--- src/rtl/idct_pkg.sv ---
// Shared constants and FSM encoding for the 8-point column IDCT.
// Scaled basis matrix W[u][k], rounding term and output shift.
package idct_pkg;

  localparam int RND   = 64;
  localparam int SHIFT = 7;

  localparam int W [8][8] = '{
    '{ 45,  45,  45,  45,  45,  45,  45,  45},
    '{ 64,  56,  36,  12, -12, -36, -56, -64},
    '{ 60,  24, -24, -60, -60, -24,  24,  60},
    '{ 56, -12, -64, -36,  36,  64,  12, -56},
    '{ 45, -45, -45,  45,  45, -45, -45,  45},
    '{ 36, -64,  12,  56, -56, -12,  64, -36},
    '{ 24, -60,  60, -24, -24,  60, -60,  24},
    '{ 12, -36,  56, -64,  64, -56,  36, -12}
  };

  typedef enum logic [1:0] {
    IDLE,
    CALC,
    OUT
  } state_t;

endpackage

--- src/rtl/idct_dot8.sv ---
// One 8-term IDCT dot product for output k, with optional product masking.
// IDCT_SAT_EN selects saturation of the rounded result; default wraps.
import idct_pkg::*;

module idct_dot8 #(
  parameter int SIZE        = 10,
  parameter int SIZE_OUT    = 8,
  parameter int APPROX_BITS = 6
) (
  input  logic [7:0][SIZE-1:0]        col,
  input  logic                        approx,
  input  logic [2:0]                  k,
  output logic signed [SIZE_OUT-1:0]  y
);

  localparam int ACC = SIZE + 12;
  localparam logic [ACC-1:0] MASK =
    ~((ACC'(1) << APPROX_BITS) - ACC'(1));

  logic signed [ACC-1:0] cx;
  logic signed [ACC-1:0] wx;
  logic signed [ACC-1:0] prod;
  logic signed [ACC-1:0] acc;
  logic signed [ACC-1:0] sum;
  logic signed [ACC-1:0] sh;

  always_comb begin
    acc  = '0;
    cx   = '0;
    wx   = '0;
    prod = '0;
    for (int u = 0; u < 8; u++) begin
      cx   = {{12{col[u][SIZE-1]}}, col[u]};
      wx   = ACC'(W[u][k]);
      prod = cx * wx;
      if (approx)
        prod = prod & MASK;
      acc = acc + prod;
    end
    sum = acc + ACC'(RND);
    sh  = sum >>> SHIFT;
  end

`ifdef IDCT_SAT_EN
  localparam logic signed [ACC-1:0] MAXV =
    ACC'((1 << (SIZE_OUT - 1)) - 1);
  localparam logic signed [ACC-1:0] MINV = ~MAXV;

  always_comb begin
    if (sh > MAXV)
      y = MAXV[SIZE_OUT-1:0];
    else if (sh < MINV)
      y = MINV[SIZE_OUT-1:0];
    else
      y = sh[SIZE_OUT-1:0];
  end
`else
  logic unused_hi;
  assign unused_hi = ^sh[ACC-1:SIZE_OUT];
  assign y = sh[SIZE_OUT-1:0];
`endif

endmodule

--- src/rtl/idct_col_seq.sv ---
// Column IDCT: accepts 8 coefficients, streams 8 samples one per handshake.
// Build with IDCT_SAT_EN to saturate outputs instead of wrapping.
import idct_pkg::*;

module idct_col_seq #(
  parameter int SIZE        = 10,
  parameter int SIZE_OUT    = 8,
  parameter int APPROX_BITS = 6
) (
  input  logic                       clk,
  input  logic                       rst,
  input  logic                       in_valid,
  output logic                       in_ready,
  input  logic [7:0][SIZE-1:0]       coeff_in,
  input  logic                       approx_en,
  output logic                       out_valid,
  input  logic                       out_ready,
  output logic signed [SIZE_OUT-1:0] data_out,
  output logic [2:0]                 out_idx,
  output logic                       out_last
);

  state_t                      state;
  logic [7:0][SIZE-1:0]        col_q;
  logic                        apx_q;
  logic [2:0]                  k_sel;
  logic signed [SIZE_OUT-1:0]  x_k;

  assign in_ready = (state == IDLE);
  // CALC produces k=0; OUT pre-computes the sample after the one shown
  assign k_sel = (state == OUT) ? out_idx + 3'd1 : 3'd0;

  idct_dot8 #(
    .SIZE        (SIZE),
    .SIZE_OUT    (SIZE_OUT),
    .APPROX_BITS (APPROX_BITS)
  ) u_dot (
    .col    (col_q),
    .approx (apx_q),
    .k      (k_sel),
    .y      (x_k)
  );

  always_ff @(posedge clk or negedge rst) begin
    if (!rst) begin
      state     <= IDLE;
      col_q     <= '0;
      apx_q     <= 1'b0;
      out_valid <= 1'b0;
      data_out  <= '0;
      out_idx   <= '0;
      out_last  <= 1'b0;
    end else begin
      unique case (state)
        IDLE: begin
          if (in_valid) begin
            col_q <= coeff_in;
            apx_q <= approx_en;
            state <= CALC;
          end
        end
        CALC: begin
          data_out  <= x_k;
          out_idx   <= 3'd0;
          out_valid <= 1'b1;
          out_last  <= 1'b0;
          state     <= OUT;
        end
        OUT: begin
          if (out_ready) begin
            if (out_idx == 3'd7) begin
              out_valid <= 1'b0;
              out_last  <= 1'b0;
              state     <= IDLE;
            end else begin
              data_out <= x_k;
              out_idx  <= out_idx + 3'd1;
              out_last <= (out_idx == 3'd6);
            end
          end
        end
        default: state <= IDLE;
      endcase
    end
  end

endmodule

--- config.mk ---
export PLATFORM = sky130hd
export DESIGN_NAME = idct_col_seq
export DESIGN_NICKNAME = d
export VERILOG_FILES = /design/src/rtl/idct_pkg.sv /design/src/rtl/idct_dot8.sv /design/src/rtl/idct_col_seq.sv
export SDC_FILE = /design/constraint.sdc
export NUM_CORES = 1
export LEC_CHECK = 0
export CORE_UTILIZATION = 34
export DETAILED_ROUTE_END_ITERATION = 7
export RECOVER_POWER = 100
export SLEW_MARGIN = 0
export SYNTH_ARGS = -nofsm -noshare
export SYNTH_HDL_FRONTEND = slang
export SYNTH_HIERARCHICAL = 1
export SYNTH_SLANG_ARGS = --single-unit
export TNS_END_PERCENT = 20
--- constraint.sdc ---
create_clock -name clk -period 11.5 [get_ports clk]
set_input_delay 2.3 -clock clk [delete_from_list [all_inputs] [get_ports clk]]
set_output_delay 2.3 -clock clk [all_outputs]
set_load 0.05 [all_outputs]
==> flow_metrics.tcl <==
set metrics [dict create \
    ys_ff_latch 96 \
    status "finished, violations left" \
    slew_headroom_pct -144 \
    synth_edf_count 0 \
    place_hpwl_mm 52.4 \
    dr.pass1.iters 5 \
    grt_overflow 0 \
    place_inst 3390 \
    crit_fanout 18 \
    post-synth-top-area-cell "fa_1" \
    hold_class "reg2reg" \
    cts_sinks 96 \
    cts_setup_buffers 0 \
    max_clock_freq_mhz 91.3 \
    root_buffer "clkbuf_16" \
    fin_cells 3407 \
    hold_viol_final 0 \
    numCtsBuffers 9 \
    critical_path.most_common_cell "fa_1" \
    core-area_mm2 0.0688 \
    htree_num_levels 3 \
    clk_pin_slew_ns 0.09 \
    endpoint_kind "register" \
    die_area_mm2 0.0709 \
    rsz0062_at_grt "false" \
    routed-via-count 15600 \
    cts_tree "done" \
    row_count 96 \
    slowest_delay_ns 0.53 \
    synth_cells 2372 \
    cp_slowest_cell "fa_1" \
    first_global_vias 17300 \
    ant_nets 0 \
    vias_per_cell 4.59 \
    cts_hold_buffers 0 \
    drc 0 \
    cp.arrival_ns 11.25 \
    synth_common_cells "inv_1 (608), fa_1 (410), ha_1 (329)" \
    setup_tns_ns 0 \
    violations "capacitance limit, slew limit" \
    placed_cell_area_mm2 0.0258 \
    synth_area_leaders "fa_1 (35%), ha_1 (17%), dfrtp_1 (10%)" \
    io_pins 99 \
    cts_buffer_depth 2 \
    area_growth_pct 8.63 \
    ctsResizeCount 0 \
    finClkSkew_ns 0.0153 \
    crit_type "reg2reg" \
    ys_warn_count 6 \
    synth_top_flop_cell "dfrtp_1" \
    antenna_found_initial 1 \
    period_needed_ns 10.95 \
    setup_slack_ns 0.546 \
    clkLatencyLatePin_ns 0.41 \
    cp-start-kind "register" \
    final-max-slew-violation-count 195 \
    worst_pin_slew_ns 3.65 \
    die_height_um 266 \
    yosysSeqAreaShare_pct 10.1 \
    start_util_pct 34.5 \
    port_buffers 98 \
    crit_required_ns 11.79 \
    fin_area_mm2 0.0258 \
    drive_gt1_share_pct 2.87 \
    routedWlPerCell_um 17.8 \
    synthDistinctLibCells 59 \
    gp_congestion 0.917 \
    syn_nets 3196 \
    synthArstFlopShare_pct 100 \
    setup_violations 0 \
    avgSynthCellArea_um2 10.0 \
    routed_wl_mm 60.5 \
    synth_top_area_share_pct 34.6 \
    finalCritPeriodShare_pct 95.3 \
    die_w_um 266 \
    grt_pass1_wl_mm 97.0 \
    nets 3294 \
    yosysMostFrequentCell "inv_1" \
    grt_max_degree 53 \
    synth_area_mm2 0.0237 \
    grt_usage_pct 18.1 \
    maxCapViolations 5 \
    drt_iter0_drc 717 \
    place_ws_ns 0.390 \
]
==> critical path, delay by kind of cell (launching register included) <==
kind                     cells  cell delay (ns)
adder cells (fa/ha/maj)     12             5.19
XOR/XNOR                    12             2.89
AO/OA/AOI/OAI                3             0.70
multiplexers                 1             0.27
AND/OR/NAND/NOR              3             0.64
buffers and inverters        5             0.70
flip-flops                   1             0.45
==> path summary, 6_finish.rpt <==
path                              from           to  slack (ns)  cells past startpoint
hold / removal             data_out[1]  data_out[1]        0.51                      1
min in group asynchronous          rst    col_q[32]        3.13                      1
setup reg to reg            out_idx[0]  data_out[7]        0.55                     36
hold reg to reg            data_out[1]  data_out[1]        0.51                      1
setup / recovery            out_idx[0]  data_out[7]        0.55                     36
max in group asynchronous          rst    col_q[50]        4.70                      2
==> placed cells by master (no fill, tap or decap), drive strengths merged, types with 5 or more instances in the layout <==
cell             n
a21o            21
o21ai           40
nor2            49
nand3            8
xnor2          122
and3             5
xnor3            6
o21a             5
clkbuf          12
clkdlybuf4s50   81
dfrtp           96
fa             410
nand2          152
nor3             9
xor2            42
o21bai           9
a21oi           49
dlygate4sd3     16
nand2b          30
and2           165
nor2b           52
ha             329
buf             22
inv            615
mux2            92
==> per-stage QoR <==
step                hold slack (ns)  utilization (%)
floorplan                     0.513                -
global placement              0.501             37.5
detailed placement            0.502             37.5
CTS                           0.520             37.9
global route                  0.541             37.4
finish                        0.507             37.5
==> metal layers <==
metal	vias to the layer above	track usage (%)	wire, µm
met3	54	2.09	1900
met2	273	31.9	30600
met1	7965	23.3	26800
met4	0	4.72	1200
met5	-	0	0
li1	7351	-	-
==> cell families (layout without fill, tap and decap cells) <==
| group | after synthesis | after routing | share of synthesized area, % |
|---|---|---|---|
| adder cells (fa/ha/maj) | 739 | 739 | 51.9 |
| buffers and inverters | 645 | 748 | 10.9 |
| AND/OR/NAND/NOR | 483 | 483 | 10.7 |
| XOR/XNOR | 170 | 170 | 6.69 |
| AO/OA/AOI/OAI | 143 | 143 | 3.72 |
| multiplexers | 96 | 96 | 5.96 |
| flip-flops | 96 | 96 | 10.1 |
| other | 0 | 1 | 0 |
==> sequential cells by signal (all words and copies together), names as in the netlist <==
name	flops
data_out	8
col_q	80
state	2
out_last	1
out_valid	1
out_idx	3
apx_q	1
==> cell type report <==
cell class                      instances  area (µm²)
Inverter                              610        2290
Sequential cell                        96        2400
Timing Repair Buffer                  122        1160
Clock inverter                          7        72.6
Tap cell                              931        1160
Antenna cell                            1        2.50
Fill cell                            6885       43100
Multi-Input combinational cell       1631       18500
Clock buffer                            9         225
Power is left out: the tool's default activity adds up to more than one toggle a clock period on the data nets, which glitch-free logic cannot reach.
